<file path="config.mk">
export PLATFORM = sky130hd
export DESIGN_NAME = sqrt_datapath
export DESIGN_NICKNAME = d
export VERILOG_FILES = /design/src/rtl/sqrt_pkg.sv /design/src/rtl/sqrt_datapath_reg.sv /design/src/rtl/sqrt_datapath.sv
export SDC_FILE = /design/constraint.sdc
export NUM_CORES = 1
export LEC_CHECK = 0
export ABC_AREA = 0
export CAP_MARGIN = 20
export CORE_MARGIN = 8
export CORE_UTILIZATION = 50
export DETAILED_ROUTE_END_ITERATION = 10
export DONT_BUFFER_PORTS = 1
export HOLD_SLACK_MARGIN = 0.12
export PLACE_DENSITY = 0.77
export SYNTH_ARGS = -nofsm -noshare
export SYNTH_HDL_FRONTEND = slang
export SYNTH_HIERARCHICAL = 1
export SYNTH_SLANG_ARGS = --single-unit
</file>
<file path="constraint.sdc">
create_clock -name clk_i -period 2.3 [get_ports clk_i]
set_input_delay 0.46 -clock clk_i [delete_from_list [all_inputs] [get_ports clk_i]]
set_output_delay 0.46 -clock clk_i [all_outputs]
set_load 0.01 [all_outputs]
</file>
<file path="src/rtl/sqrt_pkg.sv">
// Shared definitions for the odd-step integer square-root unit:
// controller state codes and the algorithm's fixed constants.
package sqrt_pkg;

  typedef enum logic [3:0] {
    idle          = 4'd0,
    getX          = 4'd1,
    compara       = 4'd2,
    sumD_loadR1   = 4'd3,
    sumD_loadR2   = 4'd4,
    sumD_drive    = 4'd5,
    sumS_loadR1   = 4'd6,
    sumS_loadR2_1 = 4'd7,
    sumS_driveR1  = 4'd8,
    sumS_loadR2_2 = 4'd9,
    sumS_drive    = 4'd10,
    zero          = 4'd11,
    finaliza      = 4'd12
  } State;

  localparam logic [8:0] D_INIT = 9'd2;
  localparam logic [8:0] S_INIT = 9'd4;
  localparam logic [8:0] D_STEP = 9'd2;
  localparam logic [8:0] S_BIAS = 9'd1;

endpackage

</file>
<file path="src/rtl/sqrt_datapath_reg.sv">
// 9-bit register with asynchronous active-low clear and load enable,
// used for the d, s, r1 and r2 registers of the square-root datapath.
module sqrt_datapath_reg (
  input  logic       clk_i,
  input  logic       rstn_i,
  input  logic       en_i,
  input  logic [8:0] d_i,
  output logic [8:0] q_o
);

  logic [8:0] r_q;

  always_ff @(posedge clk_i or negedge rstn_i) begin
    if (!rstn_i)   r_q <= '0;
    else if (en_i) r_q <= d_i;
  end

  assign q_o = r_q;

endmodule

</file>
<file path="src/rtl/sqrt_datapath.sv">
// Datapath of the iterative 8-bit square root: d/s/x registers, the two
// adder operand registers and the result/done outputs, driven by State.
module sqrt_datapath
  import sqrt_pkg::*;
(
  input  logic       clk_i,
  input  logic       rstn_i,
  input  logic       enb_i,
  input  State       state_i,
  input  logic [7:0] x_i,
  output logic [8:0] d_o,
  output logic [8:0] s_o,
  output logic [7:0] x_o,
  output logic [3:0] result_o,
  output logic       done_o
);

  logic [8:0] w_d, w_s, w_r1, w_r2;
  logic [8:0] w_sum;
  logic       w_d_en, w_s_en, w_r1_en, w_r2_en;
  logic [8:0] w_d_nxt, w_s_nxt, w_r1_nxt, w_r2_nxt;

  logic [7:0] r_x;
  logic [3:0] r_result;
  logic       r_done;

  // Single shared adder; wraps modulo 512 (never reached for 8-bit x).
  assign w_sum = w_r1 + w_r2;

  always_comb begin
    w_d_en   = 1'b0;
    w_s_en   = 1'b0;
    w_r1_en  = 1'b0;
    w_r2_en  = 1'b0;
    w_d_nxt  = w_sum;
    w_s_nxt  = w_sum;
    w_r1_nxt = w_sum;
    w_r2_nxt = D_STEP;
    case (state_i)
      getX: begin
        w_d_en  = 1'b1;
        w_s_en  = 1'b1;
        w_d_nxt = D_INIT;
        w_s_nxt = S_INIT;
      end
      sumD_loadR1: begin
        w_r1_en  = 1'b1;
        w_r1_nxt = w_d;
      end
      sumD_loadR2: begin
        w_r2_en  = 1'b1;
        w_r2_nxt = D_STEP;
      end
      sumD_drive:   w_d_en = 1'b1;
      sumS_loadR1: begin
        w_r1_en  = 1'b1;
        w_r1_nxt = w_s;
      end
      sumS_loadR2_1: begin
        w_r2_en  = 1'b1;
        w_r2_nxt = w_d;
      end
      sumS_driveR1: w_r1_en = 1'b1;
      sumS_loadR2_2: begin
        w_r2_en  = 1'b1;
        w_r2_nxt = S_BIAS;
      end
      sumS_drive:   w_s_en = 1'b1;
      default: ;
    endcase
  end

  sqrt_datapath_reg u_d (
    .clk_i (clk_i), .rstn_i(rstn_i), .en_i(enb_i & w_d_en),
    .d_i   (w_d_nxt), .q_o(w_d)
  );

  sqrt_datapath_reg u_s (
    .clk_i (clk_i), .rstn_i(rstn_i), .en_i(enb_i & w_s_en),
    .d_i   (w_s_nxt), .q_o(w_s)
  );

  sqrt_datapath_reg u_r1 (
    .clk_i (clk_i), .rstn_i(rstn_i), .en_i(enb_i & w_r1_en),
    .d_i   (w_r1_nxt), .q_o(w_r1)
  );

  sqrt_datapath_reg u_r2 (
    .clk_i (clk_i), .rstn_i(rstn_i), .en_i(enb_i & w_r2_en),
    .d_i   (w_r2_nxt), .q_o(w_r2)
  );

  // done pulses only in the enabled cycle following finaliza/zero.
  always_ff @(posedge clk_i or negedge rstn_i) begin
    if (!rstn_i) begin
      r_x      <= '0;
      r_result <= '0;
      r_done   <= 1'b0;
    end else if (enb_i) begin
      r_done <= 1'b0;
      case (state_i)
        getX:     r_x <= x_i;
        finaliza: begin
          r_result <= w_d[4:1];
          r_done   <= 1'b1;
        end
        zero: begin
          r_result <= '0;
          r_done   <= 1'b1;
        end
        default: ;
      endcase
    end
  end

  assign d_o      = w_d;
  assign s_o      = w_s;
  assign x_o      = r_x;
  assign result_o = r_result;
  assign done_o   = r_done;

endmodule
</file>
==> metrics.log <==
[metrics] Yosys Warn Count: 6
[metrics] flop and latch count out of synthesis: 49
[metrics] largest clock skew in the final design: 0.0138 ns
[metrics] crit-path max FO: 3
[metrics] global routing usage summed across all routing layers: 0.147
[metrics] final critical-path setup slack: roughly 0.16 ns
[metrics] Hold Crit Class: input pin to flip-flop
[metrics] wire length on met2: around 2700 um
[metrics] Top delay family on crit path: adder cells
[metrics] most frequent standard cell in the layout excluding fill and tap cells: sky130_fd_sc_hd__dfrtp_1
[metrics] Maximum Capacitance Violations: 0
[metrics] required time reported for the critical path endpoint: between 2 and 3 ns
[metrics] endpoint class of the critical path: flip-flop
[metrics] total count of hold-check failures in the final report: 0
[metrics] CTS tree: yes
[metrics] nature of the critical path startpoint: flip-flop
[metrics] CP Data Arrival Time: roughly 2.3 ns
[metrics] final worst path period need: 2.14 ns
[metrics] commonest cells after routing, fill and taps aside: 49 x sky130_fd_sc_hd__dfrtp_1, 44 x sky130_fd_sc_hd__mux2_4, 16 x sky130_fd_sc_hd__nand2_1
[metrics] unrepaired setup endpoints after global routing: false
[metrics] static leakage: about 0.0015 uW
[metrics] DIE HEIGHT: between 90 and 100 um
[metrics] Worst-path clk slew: around 0.10 ns
[metrics] vias in the first global route: roughly 1.9k
[metrics] number of vias after detailed routing: roughly 1.7k
[metrics] worst-case clock buffer depth: 2
[metrics] gate count after technology mapping: roughly 230
[metrics] core region area: between 5000 and 6000 um^2
[metrics] slowest cell on the critical path: sky130_fd_sc_hd__fa_1
[metrics] Final setup viols: 0
[metrics] DRC violations left: 0
[metrics] uppermost layer routed: met4
[metrics] Synth Cell Area: 2820 um^2
[metrics] placement-stage worst setup slack: 0.141 ns
[metrics] routed wire length per instance: approximately 19 um
[metrics] number of DRC markers after the initial detailed-route iteration: between 80 and 90
[metrics] syn avg cell area: roughly 12 um^2
[metrics] number of top-level pins: 46
[metrics] antenna violations before repair: 0
[metrics] maximum level of the CTS H-tree: 2
[metrics] M1 wire length: 2640 um
[metrics] proportion of layout cells with a drive suffix above 1: 0.331
[metrics] run status: completed
[metrics] slowest cell delay on critical path: a little under 0.4 ns
[metrics] count of TritonRoute iterations in the first routing pass: 4
[metrics] cell total after placement: 298
[metrics] wire length of the first global-routing pass: 9780 um
[metrics] total global routing overflow: 0
[metrics] proportion of synthesized chip area in sequential cells: 0.436
[metrics] TritonCTS buffer count: 5
[metrics] Worst-Margin Slew: 0.606 ns
[metrics] total wire length: 5820 um
[metrics] final net count: 259
[metrics] maximum number of pins on one net before global-route repair: 50
[metrics] DIE AREA: a little over 8000 um^2
[metrics] Max Slew Vio Count: 0
[metrics] Worst Path Class, Setup: flip-flop to flip-flop
[metrics] maximum vdd drop: between 0.5 and 0.6 mV
[metrics] share of the clock period used by the worst path: 0.929
[metrics] Syn-to-layout area delta: 7.91%
[metrics] Vias/cell: ~5.6
[metrics] clk sinks: between 40 and 50
[metrics] total negative setup slack: 0 ns
[metrics] power density relative to cell area: 1010 nW/um^2
[metrics] starting density of the core: 0.514
[metrics] highest clock rate: 0.468 GHz
[metrics] net count after synthesis: 251
[metrics] Slew HR: 0.595
[metrics] clock insertion delay at the later pin of the skew report: 0.31 ns
[metrics] standard-cell row count: 27
[metrics] die width: approximately 90 um
[metrics] number of antenna cells inserted: 0
[metrics] library cells used by synthesis: 37
[metrics] Antenna Violating Nets Remaining: 0
[metrics] Detail Placement HPWL: 4120 um
[metrics] Met3 Routed Length: about 330 um
[metrics] count of non-filler cells in the finished layout: just over 300
[metrics] clock root buffer: sky130_fd_sc_hd__clkbuf_8
[metrics] critical path cell sequence: ha_1 > inv_1 > fa_1 > nand2b_1 > a21oi_2 > o21ai_1 > xnor2_1 > nor2_1 > mux2_4
[metrics] Port-buffer cells: 0
[metrics] worst path bufs/invs: 1
[metrics] Final GP Congestion: 0.907
==> cell usage after synthesis <==
cell type	instances	area (um^2)
sky130_fd_sc_hd__nor2_2	1	6.26
sky130_fd_sc_hd__o21ai_1	9	45.0
sky130_fd_sc_hd__nand3_1	1	5.00
sky130_fd_sc_hd__fa_1	1	20.0
sky130_fd_sc_hd__nor3_1	1	5.00
sky130_fd_sc_hd__nand2b_1	4	25.0
sky130_fd_sc_hd__and2_1	8	50.1
sky130_fd_sc_hd__and3b_1	1	8.76
sky130_fd_sc_hd__a22oi_1	10	75.1
sky130_fd_sc_hd__o211ai_2	1	12.5
sky130_fd_sc_hd__ha_1	8	100
sky130_fd_sc_hd__a211oi_1	1	7.51
sky130_fd_sc_hd__nor2b_4	1	13.8
sky130_fd_sc_hd__nand2_4	2	22.5
sky130_fd_sc_hd__dfrtp_1	49	1230
sky130_fd_sc_hd__or2_1	1	6.26
sky130_fd_sc_hd__buf_4	1	7.51
sky130_fd_sc_hd__a21oi_1	7	35.0
sky130_fd_sc_hd__o21a_1	1	7.51
sky130_fd_sc_hd__nor2_8	2	40.0
sky130_fd_sc_hd__o21ai_2	9	78.8
sky130_fd_sc_hd__inv_1	5	18.8
sky130_fd_sc_hd__buf_2	2	10.0
sky130_fd_sc_hd__o21ai_0	3	15.0
sky130_fd_sc_hd__mux2_4	44	661
sky130_fd_sc_hd__and3_1	1	6.26
sky130_fd_sc_hd__o211ai_1	3	22.5
sky130_fd_sc_hd__o21bai_1	1	7.51
sky130_fd_sc_hd__a21boi_1	1	7.51
sky130_fd_sc_hd__nor2_1	15	56.3
sky130_fd_sc_hd__nor2b_1	2	12.5
sky130_fd_sc_hd__a21o_1	1	7.51
sky130_fd_sc_hd__buf_6	5	56.3
sky130_fd_sc_hd__xor2_1	5	43.8
sky130_fd_sc_hd__nand2_2	1	6.26
sky130_fd_sc_hd__nand2_1	16	60.1
sky130_fd_sc_hd__xnor2_1	3	26.3
==> state kept, by name, summed over array words and instances, names as in the netlist <==
register	cells
u_s/q_o	9
result_o	4
x_o	8
u_d/q_o	9
done_o	1
u_r2/q_o	9
u_r1/q_o	9
==> worst register-to-register path: stages, from the launching register on <==
cell	delay [ns]
sky130_fd_sc_hd__dfrtp_1	0.37
sky130_fd_sc_hd__ha_1	0.20
sky130_fd_sc_hd__inv_1	0.06
sky130_fd_sc_hd__fa_1	0.39
sky130_fd_sc_hd__nand2b_1	0.18
sky130_fd_sc_hd__a21oi_2	0.14
sky130_fd_sc_hd__o21ai_1	0.10
sky130_fd_sc_hd__xnor2_1	0.24
sky130_fd_sc_hd__nor2_1	0.09
sky130_fd_sc_hd__mux2_4	0.26
==> cell families (layout without fill, tap and decap cells) <==
logic type,count (synthesis),in the layout,synth area share
buffers and inverters,13,22,0.0329
adder cells (fa/ha/maj),9,9,0.0427
flip-flops,49,49,0.436
XOR/XNOR,8,8,0.0249
multiplexers,44,44,0.235
AO/OA/AOI/OAI,47,47,0.114
AND/OR/NAND/NOR,57,57,0.115
==> stage by stage <==
| stage | hold WS (ns) | instance area (um^2) | power [uW] | util |
|---|---|---|---|---|
| 2_1_floorplan | 0.164 | 2820 | 2240 | - |
| 3_3_place_gp | 0.167 | 2880 | 2410 | 0.527 |
| 3_5_place_dp | 0.167 | 2880 | 2450 | 0.527 |
| 4_1_cts | 0.223 | 3030 | 3110 | 0.554 |
| 5_1_grt | 0.230 | 3040 | 3270 | 0.555 |
| 6_report | 0.222 | 3040 | 3080 | 0.555 |
==> worst paths after layout <==
path,cells after the start,slack (ns),end,start
min in group asynchronous,2,0.67,u_d/q_o[5],rstn_i
hold / removal,1,0.22,done_o,enb_i
hold reg to reg,1,0.53,u_r1/q_o[4],u_r1/q_o[4]
setup / recovery,9,0.16,u_s/q_o[8],u_r1/q_o[0]
max in group asynchronous,2,1.41,u_d/q_o[4],rstn_i
setup reg to reg,9,0.16,u_s/q_o[8],u_r1/q_o[0]
==> area by class of cell <==
type | instances | area (um^2)
Timing Repair Buffer | 9 | 90.1
Clock buffer | 5 | 68.8
Tap cell | 72 | 90.1
Sequential cell | 49 | 1230
Fill cell | 487 | 2430
Multi-Input combinational cell | 165 | 1500
Clock inverter | 3 | 43.8
Inverter | 5 | 18.8
==> routing by layer <==
metal	vias up	GRT usage
li1	813	-
met2	48	0.234
met4	0	0.0587
met5	-	0
met3	8	0.0461
met1	856	0.181
==> power breakdown <==
| part | internal (uW) | switching [uW] |
|---|---|---|
| registers | 1120 | 356 |
| logic | 562 | 407 |
| clock network | 326 | 306 |
==> what timing repair did <==
action,CTS,global route
hold endpoints to repair,49,0
gates resized for setup,0,1
setup endpoints to repair,0,2
setup buffers,0,0
hold buffers,2,0
Power figures use the tool's default switching activity.
